==> config.mk <==
export PLATFORM = sky130hd
export DESIGN_NAME = counter_x
export DESIGN_NICKNAME = d
export VERILOG_FILES = /design/src/rtl/counter_x.sv
export SDC_FILE = /design/constraint.sdc
export NUM_CORES = 1
export LEC_CHECK = 0
export ABC_AREA = 1
export CAP_MARGIN = 20
export CORE_MARGIN = 2
export CORE_UTILIZATION = 27
export CTS_CLUSTER_SIZE = 16
export DETAILED_ROUTE_END_ITERATION = 8
export PLACE_DENSITY_LB_ADDON = 0.15
export SLEW_MARGIN = 20
export SYNTH_ARGS = -nofsm -noshare
export SYNTH_HDL_FRONTEND = slang
export SYNTH_SLANG_ARGS = --single-unit
==> constraint.sdc <==
create_clock -name clk -period 2 [get_ports clk]
set_input_delay 0.6 -clock clk [delete_from_list [all_inputs] [get_ports clk]]
set_output_delay 0.6 -clock clk [all_outputs]
set_load 0.05 [all_outputs]
==> src/rtl/counter_x.sv <==
// -----------------------------------------------------------------------------
// counter_x
//   Three independent 32-bit down-counters with a shared 12-bit control register.
//   Each channel has a count register, a reload register and one output bit.
//   Each channel runs in one of three modes:
//     - one-shot: out sticks at 1 after expiry.
//     - periodic pulse: out is a one-cycle pulse on every expiry.
//     - square wave: out toggles on every expiry.
//
// Ports
//   clk          system clock, all state changes on the rising edge
//   rst          synchronous active-high reset
//   counter_we   write strobe
//   counter_ch   target select: 0..2 channel count/reload, 3 control register
//   counter_val  write data
//   counter_out  combinational readback of the selected count (or control)
//   counter0_out channel 0 output bit (registered)
//   counter1_out channel 1 output bit (registered)
//   counter2_out channel 2 output bit (registered)
// -----------------------------------------------------------------------------
module counter_x (
    input  logic        clk,
    input  logic        rst,
    input  logic        counter_we,
    input  logic [1:0]  counter_ch,
    input  logic [31:0] counter_val,
    output logic [31:0] counter_out,
    output logic        counter0_out,
    output logic        counter1_out,
    output logic        counter2_out
);

    typedef enum logic [1:0] {
        MODE_ONESHOT     = 2'b00,
        MODE_PERIODIC    = 2'b01,
        MODE_SQUARE      = 2'b10,
        MODE_ONESHOT_ALT = 2'b11
    } mode_e;

    logic [31:0] count_q  [3];
    logic [31:0] count_d  [3];
    logic [31:0] reload_q [3];
    logic [31:0] reload_d [3];
    logic [11:0] ctrl_q;
    logic [11:0] ctrl_d;
    logic [2:0]  out_q;
    logic [2:0]  out_d;

    mode_e       mode_s      [3];
    logic [2:0]  en_s;
    logic [31:0] run_count_s [3];
    logic [2:0]  run_out_s;
    logic [2:0]  mode_chg_s;
    logic        ctrl_wr_s;

    // Decode per-channel mode/enable fields and detect mode changes on a control write
    always_comb begin
        ctrl_wr_s = counter_we && (counter_ch == 2'b11);
        for (int i = 0; i < 3; i++) begin
            mode_s[i]     = mode_e'(ctrl_q[4*i +: 2]);
            en_s[i]       = ctrl_q[4*i + 2];
            mode_chg_s[i] = (counter_val[4*i +: 2] != ctrl_q[4*i +: 2]);
        end
    end

    // Free-running channel behaviour (idle / decrement / expire) ignoring bus writes
    always_comb begin
        for (int i = 0; i < 3; i++) begin
            run_count_s[i] = count_q[i];
            run_out_s[i]   = out_q[i];
            if (en_s[i] && (count_q[i] == 32'd1)) begin
                case (mode_s[i])
                    MODE_PERIODIC: begin
                        run_count_s[i] = reload_q[i];
                        run_out_s[i]   = 1'b1;
                    end
                    MODE_SQUARE: begin
                        run_count_s[i] = reload_q[i];
                        run_out_s[i]   = ~out_q[i];
                    end
                    default: begin
                        // one-shot (and the 11 encoding): park at zero, out sticks high
                        run_count_s[i] = 32'd0;
                        run_out_s[i]   = 1'b1;
                    end
                endcase
            end else if (en_s[i] && (count_q[i] > 32'd1)) begin
                run_count_s[i] = count_q[i] - 32'd1;
                // a periodic pulse lasts only for the cycle after expiry
                if (mode_s[i] == MODE_PERIODIC) begin
                    run_out_s[i] = 1'b0;
                end else begin
                    run_out_s[i] = out_q[i];
                end
            end else begin
                run_count_s[i] = count_q[i];
                run_out_s[i]   = out_q[i];
            end
        end
    end

    // Next state: a bus write to a channel overrides its own count activity
    always_comb begin
        if (ctrl_wr_s) begin
            ctrl_d = counter_val[11:0];
        end else begin
            ctrl_d = ctrl_q;
        end
        for (int i = 0; i < 3; i++) begin
            if (counter_we && (counter_ch == 2'(i))) begin
                count_d[i]  = counter_val;
                reload_d[i] = counter_val;
                out_d[i]    = 1'b0;
            end else if (ctrl_wr_s && mode_chg_s[i]) begin
                count_d[i]  = run_count_s[i];
                reload_d[i] = reload_q[i];
                out_d[i]    = 1'b0;
            end else begin
                count_d[i]  = run_count_s[i];
                reload_d[i] = reload_q[i];
                out_d[i]    = run_out_s[i];
            end
        end
    end

    // State registers with synchronous reset; a write in a reset cycle is dropped
    always_ff @(posedge clk) begin
        if (rst) begin
            for (int i = 0; i < 3; i++) begin
                count_q[i]  <= 32'd0;
                reload_q[i] <= 32'd0;
            end
            ctrl_q <= 12'd0;
            out_q  <= 3'd0;
        end else begin
            for (int i = 0; i < 3; i++) begin
                count_q[i]  <= count_d[i];
                reload_q[i] <= reload_d[i];
            end
            ctrl_q <= ctrl_d;
            out_q  <= out_d;
        end
    end

    // Readback mux, independent of the write strobe
    always_comb begin
        case (counter_ch)
            2'b00:   counter_out = count_q[0];
            2'b01:   counter_out = count_q[1];
            2'b10:   counter_out = count_q[2];
            default: counter_out = {20'h0, ctrl_q};
        endcase
    end

    assign counter0_out = out_q[0];
    assign counter1_out = out_q[1];
    assign counter2_out = out_q[2];

endmodule

==> results of run 1 <==
-- worst min-delay path, cell delays in order, from the launching register on --
cell and delay, ps:
dfxtp_1 330, nand2_1 50, o21ai_0 50
-- power breakdown --
part	total, mW	switching [mW]	internal [mW]
Combinational	6.11	3.85	2.26
Sequential	4.54	0.183	4.35
Clock	4.89	2.06	2.83
Total	15.5	6.09	9.44
-- per-stage QoR --
step | TNS (ps) | util (%) | std cells | setup WS (ps)
3_3_place_gp | -125990 | 35.6 | 2993 | -711
3_5_place_dp | -123020 | 35.6 | 2993 | -694
2_1_floorplan | -1030 | - | 2168 | -106
5_1_grt | -7990 | 39.0 | 3066 | -295
4_1_cts | -6810 | 38.1 | 3056 | -277
6_report | -6600 | 39.0 | 3066 | -247
-- timing repair --
action                     in CTS  in global routing
resized for setup              95                 93
gates cloned                    1                  4
buffers inserted               15                  6
pin swaps                       7                 14
setup endpoints to repair     109                 96
-- state kept, by name, indices dropped and copies added, names as in the netlist --
signal and cells:
ctrl_q 12, count_q 96, reload_q 96, out_q 3
-- routing by layer --
metal  vias up  routed length, um  track usage, %
met4         0               2130            7.25
met3       107               3950            2.77
met1      7420              29200            34.7
li1       7564                  -               -
met5         -                  0               0
met2       521              29400            41.7
-- cells in the final DEF (no fill, tap or decap), types with 41 or more instances in the layout --
| cell type | instances |
|---|---|
| dfxtp_1 | 180 |
| o21ai_0 | 79 |
| a21oi_1 | 151 |
| inv_1 | 149 |
| nor2_1 | 285 |
| nand3_1 | 201 |
| nor2_2 | 41 |
| nand4_1 | 56 |
| nand2_1 | 669 |
| buf_12 | 59 |
| buf_4 | 223 |
-- worst max path at each step --
stage	depth (start not counted)	start	to	slack, ps
2_1_floorplan	3	counter_ch[1]	counter_out[5]	-110
3_3_place_gp	9	counter_ch[1]	counter_out[2]	-710
3_5_place_dp	8	counter_ch[0]	counter_out[1]	-690
4_1_cts	4	count_q[0][54]	counter_out[22]	-280
5_1_grt	9	counter_ch[1]	counter_out[4]	-300
6_report	8	counter_ch[1]	counter_out[22]	-250
-- area by class of cell --
class,count,area (um^2),area share (%)
Multi-Input combinational cell,1678,8590,46.1
Sequential cell,207,4190,22.5
Timing Repair Buffer,340,3530,18.9
Clock buffer,44,800,4.29
Tap cell,615,769,4.13
Inverter,178,699,3.76
Clock inverter,4,48.8,0.262
-- cells by family after synthesis --
kind of cell / count (synthesis) / synth area share (%)
AND/OR/NAND/NOR: 1310 / 42.2
AO/OA/AOI/OAI: 318 / 13.2
buffers and inverters: 284 / 9.23
flip-flops: 207 / 31.7
XOR/XNOR: 37 / 2.48
adder cells (fa/ha/maj): 12 / 1.15
==> results by group, run 1 <==
Status
  • Status: finished, violations left
  • Violated checks: negative setup slack

Cells and area
  • Layout cells sized above 1: 22.8%
  • Nets@finish: 2481
  • Layout area overhead: 42.4%
  • # diodes: 0
  • Number of fill cells: 5100
  • Finished Cell Area: 18600 um^2

Power and ir drop
  • Static Leak: 8.21 nW
  • VDD IR max: 0.000635 V
  • Total power: 15.5 mW
  • Pwr/cell area: 834 nW/um^2

Critical path
  • RR Endpoint: count_q[0][9]
  • Crit path max fanout: 5
  • CP required: 1400 ps
  • Crit-path cells: buf_8 > inv_4 > buf_6 > nand2_8 > buf_16 > buf_12 > o221ai_4 > buf_12
  • Crit path max-delay family: buffers and inverters
  • Critical path type: in2out
  • Bufs and invs on worst path: 6
  • Worst EP arrival: 1650 ps
  • Startpoint Class: input pin
  • CP peak stage delay: 250 ps
  • RR Startpoint: count_q[0][12]
  • Crit-path slowest cell: o221ai_4
  • Worst setup EP type: primary output
  • Most used cell, CP: buf_12
  • Cells on worst reg2reg path: 11
  • Reg2reg setup slack: 80 ps

Clock network
  • CTS sink cnt: 207
  • Root buffer cell: clkbuf_16
  • Post-CTS Hold Buffers: 0
  • Maximum buffer depth of the clock tree: 3
  • Inserted Clock Buffers: 27
  • CTS tree: done
  • CTS clk-pin slew, worst paths: 60 ps
  • Worst skew pair latency: 580 ps
  • H-Tree Depth: 1

Global routing
  • First-pass GRT wire length: 95500 um
  • Total Routing Usage GR: 25.3%
  • Vias in the first global route: 14900
  • GRT overflow: 0
  • Largest net degree at the start of global routing: 90
  • Initial antenna violation count: 0

Die
  • Row count: 80
  • Die W: 224 um
  • Die Height: 224 um
  • Initial Util: 27.4%
  • Die ar.: 50200 um^2
  • Core area: 47700 um^2
  • I/O pin count: 72

Detailed routing
  • Antenna viol nets, final: 0
  • Wirelength per Cell: 21.1 um
  • DR pass1 iterations: 5
  • Via/cell ratio: 5.09
  • DRT Wirelength: 64700 um
  • Routed vias: 15600
  • Drt first-iter violations: 1395
  • DRC: 0

STA
  • RSZ-0062 raised after global routing: true
  • Tightest Pin Transition: 694 ps
  • Final worst slack: -247 ps
  • WHS: 460 ps
  • Final worst path period share: 112%
  • Slew headroom: 53.7%
  • Maximum clock rate: 0.445 GHz
  • Tmin final: 2250 ps
  • Final Max Slew Viols: 0
  • Final setup violating endpoints: 32
  • Hold Fails Final Rpt: 0
  • Worst Clk Skew: 10.9 ps

Synthesis
  • Seq/Total Area, Yosys: 31.7%
  • Post-Syn Nets: 2217
  • Syn Std Cell Area: 13100 um^2
  • Area leader, netlist: dfxtp_1
  • Top cells by area, synth: dfxtp_1 (32%), nand2_1 (20%), nor2_1 (9.1%)
  • Post-synth cell types: 33
  • Post-synth ARST share: 0%
  • Post-synth top area share: 31.7%
  • Most common cell in the netlist: nand2_1
  • Post-synth EDFFs: 0
  • Syn_area_per_cell: 6.03 um^2
  • Top FF cell, synth: dfxtp_1
  • Ys Warns: 0
  • Synth cell count leaders: nand2_1 (682), nor2_1 (316), dfxtp_1 (207)
  • Register bit total from synthesis: 207
  • Post-Syn Instances: 2168

Run
  • Max cap viols: 0

Placement
  • Dpl cell area: 17000 um^2
  • RePlAce Congestion: 0.941
  • # port buffers: 71
  • Post-DP HPWL: 49700 um

Worst hold path
  • Worst Hold Depth: 2
  • Worst Min Path Start: reload_q[0][31]
  • Hold crit path type: reg2reg
  • Hold Crit Endpoint: reload_q[0][31]
Power figures use the tool's default switching activity.
==> inputs of run 2 (changes only) <==
--- a/config.mk
+++ b/config.mk
@@ -5,10 +5,9 @@
 export SDC_FILE = /design/constraint.sdc
 export NUM_CORES = 1
 export LEC_CHECK = 0
-export ABC_AREA = 1
 export CAP_MARGIN = 20
 export CORE_MARGIN = 2
-export CORE_UTILIZATION = 27
+export CORE_UTILIZATION = 34
 export CTS_CLUSTER_SIZE = 16
 export DETAILED_ROUTE_END_ITERATION = 8
 export PLACE_DENSITY_LB_ADDON = 0.15
==> run 2 against run 1 <==
  * The run still ends with negative setup slack left
  * Setup slack got worse by 330 ps
  * Critical path depth decreased by 3
  * Register-to-register slack got worse by 650 ps
  * Hold slack got worse by 97 ps
  * Critical path type is now reg2reg
  * Critical endpoint is now count_q[0][25]
  * Largest power group is now the clock network
==> results by group, run 2 <==
Clock network
  • Root buffer cell: clkbuf_16
  • CTS sink cnt: 207 (unchanged)
  • CTS tree: done
  • H-Tree Depth: 1 (unchanged)
  • Inserted Clock Buffers: 27 (unchanged)
  • Post-CTS Hold Buffers: 0 (unchanged)
  • Maximum buffer depth of the clock tree: 3 (unchanged)
  • CTS clk-pin slew, worst paths: 60 ps (about the same)
  • Worst skew pair latency: 560 ps (-20 ps)

Cells and area
  • Layout area overhead: 70.7%
  • Finished Cell Area: 20400 um^2 (+9.4%)
  • Post-Layout Cell Count: 2576 (-16%)
  • Most frequent cells in the layout: buf_4 (351), nand2_1 (312), a21oi_1 (186)
  • # diodes: 0 (unchanged)
  • Largest registers: count_q (96), reload_q (96), ctrl_q (12)
  • Commonest non-fill, non-tap cell in the layout: buf_4
  • Layout cells sized above 1: 42.6% (+20 points)
  • Nets@finish: 2152 (-13%)
  • Number of fill cells: 3103 (-39%)

Synthesis
  • Post-Syn Instances: 1617 (-25%)
  • Top cells by area, synth: dfxtp_1 (35%), nand2_1 (10%), a21oi_1 (9.9%)
  • Post-synth EDFFs: 0 (unchanged)
  • Area leader, netlist: dfxtp_1
  • Seq/Total Area, Yosys: 34.7% (+3.0 points)
  • Post-synth top area share: 34.7% (+3.0 points)
  • Register bit total from synthesis: 207 (unchanged)
  • Ys Warns: 0 (unchanged)
  • Most common cell in the netlist: nand2_1
  • Post-Syn Nets: 1666 (-25%)
  • Post-synth cell types: 69 (+110%)
  • Top FF cell, synth: dfxtp_1
  • Synth cell count leaders: nand2_1 (327), a21oi_1 (237), dfxtp_1 (207)
  • Syn Std Cell Area: 11900 um^2 (-8.7%)
  • Post-synth ARST share: 0% (unchanged)
  • Syn_area_per_cell: 7.38 um^2 (+22%)

Placement
  • # port buffers: 71 (unchanged)
  • Placed Cells: 2425 (-19%)
  • RePlAce Congestion: 0.929 (-1.3%)
  • Setup WS pre-CTS: -634 ps (+60.4 ps)
  • Dpl cell area: 16900 um^2 (-0.49%)
  • Post-DP HPWL: 40300 um (-19%)

STA
  • Slew headroom: 49.3% (-4.4 points)
  • Worst Clk Skew: 9.22 ps (-1.66 ps)
  • RSZ-0062 raised after global routing: true
  • Hold Fails Final Rpt: 0 (unchanged)
  • Final Max Slew Viols: 0 (unchanged)
  • Final worst path period share: 129% (+16 points)
  • Maximum clock rate: 0.388 GHz (-13%)
  • WHS: 363 ps (-96.6 ps)
  • Tmin final: 2570 ps (+327 ps)
  • Final setup violating endpoints: 131 (+310%)
  • Final worst slack: -574 ps (-327 ps)
  • Tightest Pin Transition: 757 ps (+63.2 ps)

Critical path
  • Crit-path cells: or4_4 > or4_4 > or4_4 > a2111oi_4 > nor4_1
  • Crit path max-delay family: simple AND/OR/NAND/NOR gates
  • CP required: 2430 ps (+1030 ps)
  • Crit-path slowest cell: or4_4
  • Most used cell, CP: or4_4
  • Bufs and invs on worst path: 0 (-6)
  • Worst setup EP type: flip-flop
  • Critical path type: reg2reg
  • Startpoint Class: flip-flop
  • Worst EP arrival: 3000 ps (+1350 ps)
  • CP peak stage delay: 690 ps (+440 ps)
  • Crit path max fanout: 9 (+4)

Status
  • Violated checks: negative setup slack
  • Status: finished, violations left

Power and ir drop
  • Static Leak: 7.94 nW (-3.3%)
  • VDD IR max: 0.000614 V (-3.2%)
  • Total power: 13.9 mW (-10%)
  • Pwr/cell area: 683 nW/um^2 (-18%)

Worst hold path
  • Hold crit path type: in2reg

Global routing
  • Vias in the first global route: 14300 (-4.4%)
  • Total Routing Usage GR: 31.2% (+6.0 points)
  • Largest net degree at the start of global routing: 48 (-47%)
  • Initial antenna violation count: 1 (+1)
  • GRT overflow: 0 (unchanged)
  • First-pass GRT wire length: 86900 um (-9.0%)

Detailed routing
  • Drt first-iter violations: 1411 (+1.1%)
  • DRT Wirelength: 57800 um (-11%)
  • DRC: 0 (unchanged)
  • Via/cell ratio: 5.73 (+13%)
  • Routed vias: 14800 (-5.5%)
  • Wirelength per Cell: 22.4 um (+6.4%)
  • Antenna viol nets, final: 0 (unchanged)
  • DR pass1 iterations: 6 (+1)

Die
  • Core area: 34500 um^2 (-28%)
  • Die ar.: 36600 um^2 (-27%)
  • Die W: 191 um (-15%)
  • Row count: 68 (-15%)
  • Initial Util: 34.6% (+7.2 points)
  • Die Height: 191 um (-15%)
  • I/O pin count: 72 (unchanged)

Run
  • Max cap viols: 0 (unchanged)
-- run 2: cell types whose count changed after synthesis, moves of 23 or more --
cell / change
o21ai_1: +32
a211oi_1: +23
nor4_1: +42
inv_1: -150
clkbuf_1: +56
nand2_1: -355
a21oi_1: +76
nor3_1: +53
nand4_1: -41
nor2_1: -255
nand3_1: -177
-- run 2: worst register-to-register path, cell delays in order, from the launching register on --
cell,delay (ps)
dfxtp_2,320
or4_4,530
or4_4,500
or4_4,690
a2111oi_4,330
nor4_1,80
-- run 2: cell families (layout without fill, tap and decap cells) --
kind of cell / Yosys count / count (layout) / synth area share (%)
AO/OA/AOI/OAI: 540 / 540 / 26.8
buffers and inverters: 157 / 659 / 5.11
multiplexers: 33 / 33 / 4.02
AND/OR/NAND/NOR: 616 / 618 / 24.3
flip-flops: 207 / 207 / 34.7
XOR/XNOR: 52 / 52 / 3.81
adder cells (fa/ha/maj): 12 / 12 / 1.26
-- run 2: per-layer routing --
metal	share of wire, %	routed length [um]	GRT usage, %
met3	6.6	3800	4.19
met1	42	24300	41.2
met4	4.6	2650	11.4
met2	47	27000	52.0
met5	0.029	17	0
-- run 2: timing repair --
item,CTS,global route
endpoints found under the hold margin,0,0
resized for setup,347,107
pin swaps,128,80
gates cloned,11,3
endpoints found under the setup margin,131,131
setup buffers,81,36
-- run 2: stage by stage --
step | TNS, ps | util, %
after CTS | -41390 | 57.3
after detailed placement | -67070 | 48.9
after global placement | -62990 | 48.9
after floorplan | -34910 | -
final | -42480 | 59.0
after global routing | -50010 | 59.0
-- run 2: worst paths after layout --
| path | startpoint | endpoint | cells after the start | slack, ps |
|---|---|---|---|---|
| min reg2reg | reload_q[0][61] | reload_q[0][61] | 2 | 450 |
| max reg2reg | count_q[0][19] | count_q[0][25] | 5 | -570 |
| max | count_q[0][19] | count_q[0][25] | 5 | -570 |
| min | rst | reload_q[0][17] | 2 | 360 |
-- run 2: layout make-up --
type / instances / area (um^2) / area share, %
clock buffers: 36 / 739 / 3.63
clock inverters: 11 / 93.8 / 0.460
inverters: 25 / 93.8 / 0.460
multi-input cells: 1255 / 8770 / 43.0
flip-flops and latches: 207 / 4240 / 20.8
well taps: 455 / 569 / 2.79
repair buffers: 587 / 5880 / 28.9
-- run 2: where the power goes --
part / internal, mW / switching, mW
Combinational: 2.18 / 2.51
Clock: 2.71 / 2.04
Sequential: 4.33 / 0.154
Total: 9.21 / 4.71
==> inputs of run 3 (changes only) <==
--- a/config.mk
+++ b/config.mk
@@ -6,11 +6,12 @@
 export NUM_CORES = 1
 export LEC_CHECK = 0
 export CAP_MARGIN = 20
-export CORE_MARGIN = 2
 export CORE_UTILIZATION = 34
+export CTS_BUF_LIST = sky130_fd_sc_hd__clkbuf_4 sky130_fd_sc_hd__clkbuf_8
 export CTS_CLUSTER_SIZE = 16
 export DETAILED_ROUTE_END_ITERATION = 8
 export PLACE_DENSITY_LB_ADDON = 0.15
+export SETUP_SLACK_MARGIN = 0.5
 export SLEW_MARGIN = 20
 export SYNTH_ARGS = -nofsm -noshare
 export SYNTH_HDL_FRONTEND = slang
==> run 3 against run 2 <==
  * Register-to-register slack worse by 50 ps
  * Clock-buffer cell count up 27
  * The flow still finishes with violations (negative setup slack)
  * Die area is 2.1% lower
  * Sequential share of layout area down 1.2 points
  * Largest cell class unchanged
  * Core utilization rose by 3.3 points
  * Non-clock buffer count increased by 44
  * Critical path depth is 4 higher
  * Hold slack improved by 64 ps
  * Flip-flop and latch count unchanged
  * First-iteration DRC count increased by 11%
  * Routed wire length rose by 1.9%
  * Global-route usage decreased by 0.32 points
==> results by group, run 3 (synthesized netlist as in run 2, its figures left out) <==
Status
  • Status: finished, violations left
  • Violated checks: negative setup slack

Worst hold path
  • Worst Min Path Start: rst
  • Hold crit path type: in2reg

Run
  • Max cap viols: 0 (unchanged)

STA
  • Tightest Pin Transition: 618 ps (-139 ps)
  • Maximum clock rate: 0.380 GHz (-2.1%)
  • WHS: 427 ps (+63.7 ps)
  • Tmin final: 2630 ps (+54.8 ps)
  • Hold Fails Final Rpt: 0 (unchanged)
  • Slew headroom: 58.6% (+9.3 points)
  • Final setup violating endpoints: 134 (+2.3%)
  • Final Max Slew Viols: 0 (unchanged)
  • RSZ-0062 raised after global routing: true
  • Final worst slack: -629 ps (-54.8 ps)
  • Final worst path period share: 131% (+2.7 points)
  • Worst Clk Skew: 22.3 ps (+13.1 ps)

Cells and area
  • Post-Layout Cell Count: 2646 (+2.7%)
  • Number of fill cells: 2934 (-5.4%)
  • Layout area overhead: 80.3%
  • Layout cells sized above 1: 47.3% (+4.7 points)
  • # diodes: 0 (unchanged)
  • Commonest non-fill, non-tap cell in the layout: buf_4
  • Most frequent cells in the layout: buf_4 (354), nand2_1 (255), dfxtp_1 (168)
  • Final Util: 62.3% (+3.3 points)
  • Nets@finish: 2212 (+2.8%)
  • Largest registers: count_q (96), reload_q (96), ctrl_q (12)

Critical path
  • Crit path max fanout: 8 (-1)
  • Critical path type: reg2reg
  • Crit path max-delay family: simple AND/OR/NAND/NOR gates
  • CP required: 2450 ps (+20 ps)
  • Crit-path cells: or4_4 > or4_4 > buf_8 > o41ai_4 > buf_4 > buf_8 > buf_12 > a2111oi_4 > nor4_2
  • Worst EP arrival: 3080 ps (+80 ps)
  • Crit. Startpoint: count_q[0][19]
  • RR Startpoint: count_q[0][19]
  • Worst setup EP type: flip-flop
  • CP peak stage delay: 520 ps (-170 ps)
  • Startpoint Class: flip-flop
  • Bufs and invs on worst path: 4 (+4)
  • Crit-path slowest cell: or4_4

Die
  • I/O pin count: 72 (unchanged)
  • Row count: 68 (unchanged)
  • Die W: 189 um (-1.0%)
  • Die Height: 189 um (-1.0%)
  • Core area: 34500 um^2 (unchanged)
  • Die ar.: 35900 um^2 (-2.1%)
  • Initial Util: 34.6% (unchanged)

Global routing
  • GRT overflow: 0 (unchanged)
  • Largest net degree at the start of global routing: 98 (+100%)
  • Vias in the first global route: 14800 (+3.7%)
  • First-pass GRT wire length: 85300 um (-1.8%)
  • Total Routing Usage GR: 30.9% (-0.32 points)
  • Initial antenna violation count: 0 (-1)

Detailed routing
  • Antenna viol nets, final: 0 (unchanged)
  • DRC: 0 (unchanged)
  • Via/cell ratio: 5.84 (+2.0%)
  • Drt first-iter violations: 1568 (+11%)
  • DRT Wirelength: 58900 um (+1.9%)
  • DR pass1 iterations: 7 (+1)
  • Routed vias: 15500 (+4.8%)
  • Wirelength per Cell: 22.3 um (-0.77%)

Power and ir drop
  • Static Leak: 8.71 nW (+9.7%)
  • Total power: 14.5 mW (+3.9%)
  • Pwr/cell area: 672 nW/um^2 (-1.7%)
  • VDD IR max: 0.000530 V (-14%)

Clock network
  • CTS tree: done
  • Post-CTS Hold Buffers: 0 (unchanged)
  • CTS sink cnt: 207 (unchanged)
  • Maximum buffer depth of the clock tree: 3 (unchanged)
  • Inserted Clock Buffers: 43 (+59%)
  • H-Tree Depth: 2 (+1)
  • Worst skew pair latency: 560 ps (about the same)
  • CTS clk-pin slew, worst paths: 50 ps (about the same)
  • Root buffer cell: clkbuf_8

Placement
  • Post-DP HPWL: 38200 um (-5.3%)
  • Setup WS pre-CTS: -617 ps (+16.7 ps)
  • Placed Cells: 2397 (-1.2%)
  • RePlAce Congestion: 0.921 (-0.87%)
  • # port buffers: 71 (unchanged)
## run 3: cell count changes in the layout (fill, tap and decap cells not counted), sizes merged, moves of 2 or more
cell	before	now
buf	554	589
bufinv	1	5
clkbuf	36	72
clkinv	7	5
clkinvlp	4	0
or3b	1	3
or4	17	15
## run 3: final cells by class
type	count	area, um^2	area share [%]
Clock buffer	63	779	3.62
Tap cell	455	569	2.64
Timing Repair Buffer	631	6630	30.8
Clock inverter	10	179	0.831
Sequential cell	207	4220	19.6
Multi-Input combinational cell	1255	9060	42.1
Inverter	25	93.8	0.436
## run 3: per-stage QoR
stage / setup TNS (ps) / cell area [um^2]
after floorplan: -36960 / 13000
after CTS: -46550 / 20000
after global routing: -62600 / 21500
after global placement: -67400 / 16700
after detailed placement: -68090 / 16700
final: -54250 / 21500
## run 3: per-layer routing
metal	up-vias	GRT usage, %	share of wire (%)
met5	-	0	0
met4	0	14.2	4.2
met3	170	5.58	8.5
met2	815	49.6	47
met1	7478	40.1	41
li1	6998	-	-
## run 3: power breakdown
group	internal [mW]	switching [mW]	leakage (nW)	total [mW]
Sequential	4.32	0.148	1.71	4.47
Clock	3.13	2.02	0.508	5.15
Combinational	2.23	2.61	6.50	4.84
Total	9.68	4.77	8.71	14.5
## run 3: path summary, 6_finish.rpt
| path | slack (ps) | endpoint | cells past startpoint |
|---|---|---|---|
| min | 430 | out_q[0] | 4 |
| max | -630 | count_q[0][25] | 9 |
| max reg2reg | -630 | count_q[0][25] | 9 |
| min reg2reg | 450 | reload_q[0][68] | 2 |
## run 3: worst min-delay path, delay by kind of cell
kind	cells	cell delay, ps
AND/OR/NAND/NOR	2	160
buffers and inverters	1	120
AO/OA/AOI/OAI	1	50
## run 3: what timing repair did
action | in CTS | in global routing
resized for setup | 357 | 204
pin swaps | 100 | 80
cloned | 18 | 11
setup buffers | 91 | 56
endpoints found under the setup margin | 226 | 201
